--- src/rtl/servo_pwm_decoder.sv ---
// Servo PWM receiver: measures pulse high time and decodes the 3-bit position.
// Define PWM_GLITCH_FILTER_EN to insert a FILTER_LEN-sample stability filter.
module servo_pwm_decoder #(
    parameter int MIN_PULSE     = 40_000,
    parameter int MAX_PULSE     = 300_000,
    parameter int FRAME_TIMEOUT = 1_100_000,
    parameter int LOCK_COUNT    = 2,
    parameter int FILTER_LEN    = 8,
    parameter int TH_010        = 99_500,
    parameter int TH_011        = 134_500,
    parameter int TH_100        = 166_000,
    parameter int TH_101        = 199_000,
    parameter int TH_110        = 232_000,
    parameter int TH_111        = 261_500
) (
    input  logic        clk,
    input  logic        rst,
    input  logic        pwm_in,
    output logic [2:0]  ctr_out,
    output logic [20:0] width_out,
    output logic        valid,
    output logic        locked,
    output logic        err
);

    localparam int LW = $clog2(LOCK_COUNT + 1);
    localparam logic [LW-1:0] LC = LW'(LOCK_COUNT);
    localparam logic [20:0] FT   = 21'(FRAME_TIMEOUT);
    localparam logic [20:0] MAXW = 21'(MAX_PULSE);
    localparam logic [20:0] MINW = 21'(MIN_PULSE);

    typedef enum logic [1:0] {
        WAIT_LOW,
        ARMED,
        HIGH,
        LOW
    } state_t;

    state_t         state_q, state_d;
    logic           sync1_q, sync1_d;
    logic           sync2_q, sync2_d;
    logic           lvl_q, lvl_d;
    logic           primed_q, primed_d;
    logic           eval_q, eval_d;
    logic [20:0]    width_q, width_d;
    logic [20:0]    frame_q, frame_d;
    logic [20:0]    wout_q, wout_d;
    logic [2:0]     ctr_q, ctr_d;
    logic           valid_q, valid_d;
    logic           locked_q, locked_d;
    logic           err_q, err_d;
    logic [LW-1:0]  lock_q, lock_d;
    logic           lvl, quiet, rise, fall, tmo, drop;

`ifdef PWM_GLITCH_FILTER_EN
    localparam int FW = $clog2(FILTER_LEN + 1);
    logic          filt_q, filt_d;
    logic [FW-1:0] fcnt_q, fcnt_d;
`endif

    function automatic logic [2:0] decode(input logic [20:0] w);
        logic [2:0] c;
        if      (w < 21'(TH_010)) c = 3'b001;
        else if (w < 21'(TH_011)) c = 3'b010;
        else if (w < 21'(TH_100)) c = 3'b011;
        else if (w < 21'(TH_101)) c = 3'b100;
        else if (w < 21'(TH_110)) c = 3'b101;
        else if (w < 21'(TH_111)) c = 3'b110;
        else                      c = 3'b111;
        return c;
    endfunction

    always_comb begin
        sync1_d  = pwm_in;
        sync2_d  = sync1_q;
        primed_d = 1'b1;
`ifdef PWM_GLITCH_FILTER_EN
        filt_d = filt_q;
        fcnt_d = '0;
        if (sync2_q != filt_q) begin
            if (fcnt_q == FW'(FILTER_LEN - 1)) filt_d = sync2_q;
            else fcnt_d = fcnt_q + 1'b1;
        end
        lvl   = filt_q;
        quiet = !sync1_q && !sync2_q && !filt_q && !lvl_q;
`else
        lvl   = sync2_q;
        quiet = !sync1_q && !sync2_q && !lvl_q;
`endif
        lvl_d = lvl;
        rise  = lvl && !lvl_q;
        fall  = !lvl && lvl_q;

        tmo = 1'b0;
        if (rise) begin
            frame_d = '0;
        end else if (frame_q == FT) begin
            frame_d = frame_q;
        end else begin
            frame_d = frame_q + 21'd1;
            tmo     = (frame_d == FT);
        end

        state_d  = state_q;
        width_d  = width_q;
        eval_d   = 1'b0;
        wout_d   = wout_q;
        ctr_d    = ctr_q;
        valid_d  = 1'b0;
        err_d    = 1'b0;
        lock_d   = lock_q;
        locked_d = locked_q;
        drop     = 1'b0;

        // primed_q guarantees sync1_q holds a real sample, not its reset value
        unique case (state_q)
            WAIT_LOW: if (primed_q && quiet) state_d = ARMED;
            ARMED: begin
                if (rise) begin
                    state_d = HIGH;
                    width_d = 21'd1;
                end
            end
            HIGH: begin
                if (fall) begin
                    state_d = LOW;
                    eval_d  = !tmo;
                end else begin
                    width_d = width_q + 21'd1;
                    if (width_d == MAXW) begin
                        err_d   = 1'b1;
                        drop    = 1'b1;
                        state_d = WAIT_LOW;
                    end
                end
            end
            LOW: begin
                if (rise) begin
                    state_d = HIGH;
                    width_d = 21'd1;
                end
            end
            default: state_d = WAIT_LOW;
        endcase

        if (eval_q && !tmo) begin
            if (width_q < MINW) begin
                err_d = 1'b1;
                drop  = 1'b1;
            end else begin
                valid_d = 1'b1;
                wout_d  = width_q;
                ctr_d   = decode(width_q);
                if (lock_q != LC) lock_d = lock_q + 1'b1;
                if (lock_d == LC) locked_d = 1'b1;
            end
        end

        if (tmo) begin
            err_d = 1'b1;
            drop  = 1'b1;
        end
        if (drop) begin
            lock_d   = '0;
            locked_d = 1'b0;
        end
    end

    always_ff @(posedge clk) begin
        if (rst) begin
            state_q  <= WAIT_LOW;
            sync1_q  <= 1'b0;
            sync2_q  <= 1'b0;
            lvl_q    <= 1'b0;
            primed_q <= 1'b0;
            eval_q   <= 1'b0;
            width_q  <= '0;
            frame_q  <= '0;
            wout_q   <= '0;
            ctr_q    <= '0;
            valid_q  <= 1'b0;
            locked_q <= 1'b0;
            err_q    <= 1'b0;
            lock_q   <= '0;
`ifdef PWM_GLITCH_FILTER_EN
            filt_q   <= 1'b0;
            fcnt_q   <= '0;
`endif
        end else begin
            state_q  <= state_d;
            sync1_q  <= sync1_d;
            sync2_q  <= sync2_d;
            lvl_q    <= lvl_d;
            primed_q <= primed_d;
            eval_q   <= eval_d;
            width_q  <= width_d;
            frame_q  <= frame_d;
            wout_q   <= wout_d;
            ctr_q    <= ctr_d;
            valid_q  <= valid_d;
            locked_q <= locked_d;
            err_q    <= err_d;
            lock_q   <= lock_d;
`ifdef PWM_GLITCH_FILTER_EN
            filt_q   <= filt_d;
            fcnt_q   <= fcnt_d;
`endif
        end
    end

    assign ctr_out   = ctr_q;
    assign width_out = wout_q;
    assign valid     = valid_q;
    assign locked    = locked_q;
    assign err       = err_q;

endmodule

--- config.mk ---
export PLATFORM = sky130hd
export DESIGN_NAME = servo_pwm_decoder
export DESIGN_NICKNAME = d
export VERILOG_FILES = /design/src/rtl/servo_pwm_decoder.sv
export SDC_FILE = /design/constraint.sdc
export NUM_CORES = 1
export LEC_CHECK = 0
export ABC_AREA = 1
export CAP_MARGIN = 20
export CELL_PAD_IN_SITES_DETAIL_PLACEMENT = 0
export CELL_PAD_IN_SITES_GLOBAL_PLACEMENT = 1
export CORE_ASPECT_RATIO = 0.5
export CORE_MARGIN = 2
export CORE_UTILIZATION = 45
export CTS_CLUSTER_SIZE = 14
export DETAILED_ROUTE_END_ITERATION = 8
export GPL_ROUTABILITY_DRIVEN = 0
export PLACE_DENSITY_LB_ADDON = 0.1
export SETUP_SLACK_MARGIN = 0.15
export SLEW_MARGIN = 20
export SYNTH_ARGS = -nofsm -noshare
export SYNTH_HDL_FRONTEND = slang
export SYNTH_SLANG_ARGS = --single-unit
--- constraint.sdc ---
create_clock -name clk -period 5.27 [get_ports clk]
set_clock_uncertainty 0.05 [all_clocks]
set_input_delay 1.3175 -clock clk [delete_from_list [all_inputs] [get_ports clk]]
set_output_delay 1.3175 -clock clk [all_outputs]
set_load 0.1 [all_outputs]
==> summary.txt <==
Drt
  – DR WL/cell: ~13 um
  – Detailed-router iteration count before antenna repair: 4
  – Via count: approximately 4400
  – DRC: 0
  – Vias/cell: 5.10
  – 1st-iter DRT viols: approximately 190
  – Wirelength, routed: 11600 um
  – Post-route ant nets: 0

Worst setup path
  – Worst path top cell family by delay: buffers and inverters
  – Worst Path Buf+Inv: 1
  – Critical path type: reg2out
  – Levels on crit path: 1
  – R2R depth: 13
  – Data required, critical path: 3.90 ns
  – Arr. time, crit path: 1.85 ns
  – CP max FO: 2
  – CP max stage delay: 1.15 ns
  – Slowest stage cell, crit path: clkdlybuf4s50_1
  – Worst setup EP type: output port
  – Startpoint types: register
  – Worst path cell trace: clkdlybuf4s50_1

Synthesis
  – Post-synth net total: just over 700
  – Gate Count Post-Synth: 715
  – Sequential-to-total area share from yosys stat: 35.0%
  – Main flop type after synthesis: dfxtp_1
  – Async SR Flop Fraction: 0%
  – Netlist Area Pre-Place: roughly 0.0045 mm^2
  – Yosys cell types: 33
  – Avg Cell Area, Syn: 6.25 um^2
  – Seq cells post-synth: 78
  – Number of flops mapped to enable cells by yosys: 0
  – Synth Warn #: 0

Clock network
  – Clock latency on the worst-skew pair: 0.34 ns
  – Post-CTS Setup Bufs: 0
  – Clk slew on worst S/H paths: 0.06 ns
  – CTS tree: built
  – Clk sinks: between 70 and 80
  – Root Driver: clkbuf_16
  – # resized after CTS: 0
  – Hold buffer count at cts: 0
  – CTS buffer count: 9
  – H-tree depth: 3
  – CTS Buffer Depth: 2

Pwr
  – Static Leakage: 1.86 nW
  – VDD IR max: ~0.00017 V
  – PwrDens: roughly 280 mW/mm^2

Timing
  – Worst-Margin Slew: 1.08 ns
  – Fin Setup TNS: 0 ns
  – Max-slew violation count: 0
  – Final period util: 61.0%
  – Fmax achieved: 0.311 GHz
  – Final setup vio count: 0
  – Slew HR: between 20 and 30%
  – Final hold viol count: 0
  – RSZ-0062 raised after global routing: no
  – Tmin final: 3.21 ns
  – Min Hold Slack: 0.392 ns

Global route
  – Gr usage total: a little under a quarter
  – GRT overflow: 0
  – Initial antenna violation count: 0
  – Maximum number of pins on one net before global-route repair: between 50 and 60
  – First-pass GRT wire length: 19200 um
  – Number of global-route vias before repair: 3993

Worst hold path
  – Min-delay worst type: reg2reg
  – WHS Path Cells: 2

Floorplanning
  – Total die area: 0.0108 mm^2
  – Total core area: 0.00954 mm^2
  – Die height: approximately 74 um
  – Number of primary I/O pins: 30
  – Core Rows: 25
  – Initial core utilization: 46.8%
  – Die X: 145 um

Final layout
  – Syn-to-layout area delta: 14.2%
  – Nets: 735
  – Most common cell after layout, fill and taps aside: nand2_1
  – Layout cell share with drive strength beyond 1: between 4 and 5%
  – Antenna cells: 0
  – Commonest non-fill, non-tap cells in the layout: nand2_1 (216), nor2_1 (89), inv_1 (78), dfxtp_1 (78), a21oi_1 (69)

Placed design
  – IO buf count: 29
  – Post-DP HPWL: between 8000 and 9000 um

Flow run
  – Total of max-cap violations: 0

Outcome
  – Status: completed
[layer usage]
metal | vias to the layer above | part of all wire [%] | track usage, % | wire [um]
li1 | 2337 | - | - | -
met1 | 1988 | 50 | 30.3 | 5800
met2 | 82 | 45 | 38.3 | 5200
met3 | 10 | 4.0 | 5.28 | 467
met4 | 0 | 0.90 | 5.61 | 104
met5 | - | 0 | 0 | 0
[per-stage QoR]
step	utilization [%]	total power, mW	setup WS (ns)	cells	instance area (um^2)
5_1_grt	53.5	1.47	2.02	866	5100
6_report	53.5	1.41	2.06	866	5100
3_5_place_dp	50.2	0.758	2.19	851	4790
3_3_place_gp	50.2	0.756	2.23	851	4790
2_1_floorplan	-	0.722	2.98	715	4470
4_1_cts	53.5	1.43	2.05	866	5100
[cell usage after synthesis (2+ instances only)]
master,count,share of area [%]
nor4_1,2,0.28
buf_6,4,1.0
clkbuf_1,15,1.3
buf_1,2,0.17
o21bai_1,2,0.34
nand2_1,216,18
nor2_1,89,7.5
a21oi_1,69,7.7
o21ai_0,11,1.2
nor3_1,6,0.67
xor2_1,2,0.39
nand3_1,60,6.7
buf_2,9,1.0
inv_1,78,6.6
nor2_2,4,0.56
nor2_4,4,1.0
nand2_2,3,0.42
ha_1,5,1.4
dfxtp_1,78,35
nand4_1,43,6.0
[cells by family after synthesis]
family | synth area share [%]
compound gates | 10.2
xor+xnor | 0.757
fa+ha+maj | 1.40
buf+inv | 10.1
flops | 35.0
simple gates | 42.6
[layout make-up]
| type | instances | area (um^2) |
|---|---|---|
| Multi-Input combinational cell | 528 | 2460 |
| Timing Repair Buffer | 31 | 300 |
| Inverter | 79 | 297 |
| Sequential cell | 78 | 1560 |
| Clock buffer | 12 | 246 |
| Tap cell | 135 | 169 |
| Clock inverter | 3 | 68.8 |
| Fill cell | 1013 | 4440 |
[registers in the layout, indices dropped and copies added (netlist names)]
register	cells
valid	1
sync1_q	1
width_q	21
lvl	1
frame_q	21
locked	1
eval_q	1
primed_q	1
width_out	21
lvl_q	1
lock_q	2
err	1
ctr_out	3
state_q	2
[power breakdown]
part | internal [mW] | switching (mW) | total, mW | leakage, nW
Clock | 0.426 | 0.241 | 0.667 | 0.153
Combinational | 0.0306 | 0.0930 | 0.124 | 1.08
Sequential | 0.603 | 0.0179 | 0.621 | 0.630
Total | 1.06 | 0.352 | 1.41 | 1.86
[worst paths after layout]
path / startpoint / endpoint / slack [ns]
worst max-delay path: ctr_out[1]$_SDFFE_PP0P_ / ctr_out[1] / 2.06
worst min-delay path: sync1_q$_SDFF_PP0_ / lvl$_SDFF_PP0_ / 0.39
worst max register to register: frame_q[0]$_SDFFE_PP0P_ / width_out[6]$_SDFFE_PP0P_ / 2.37
worst min register to register: sync1_q$_SDFF_PP0_ / lvl$_SDFF_PP0_ / 0.39
Power figures use the tool's default switching activity.
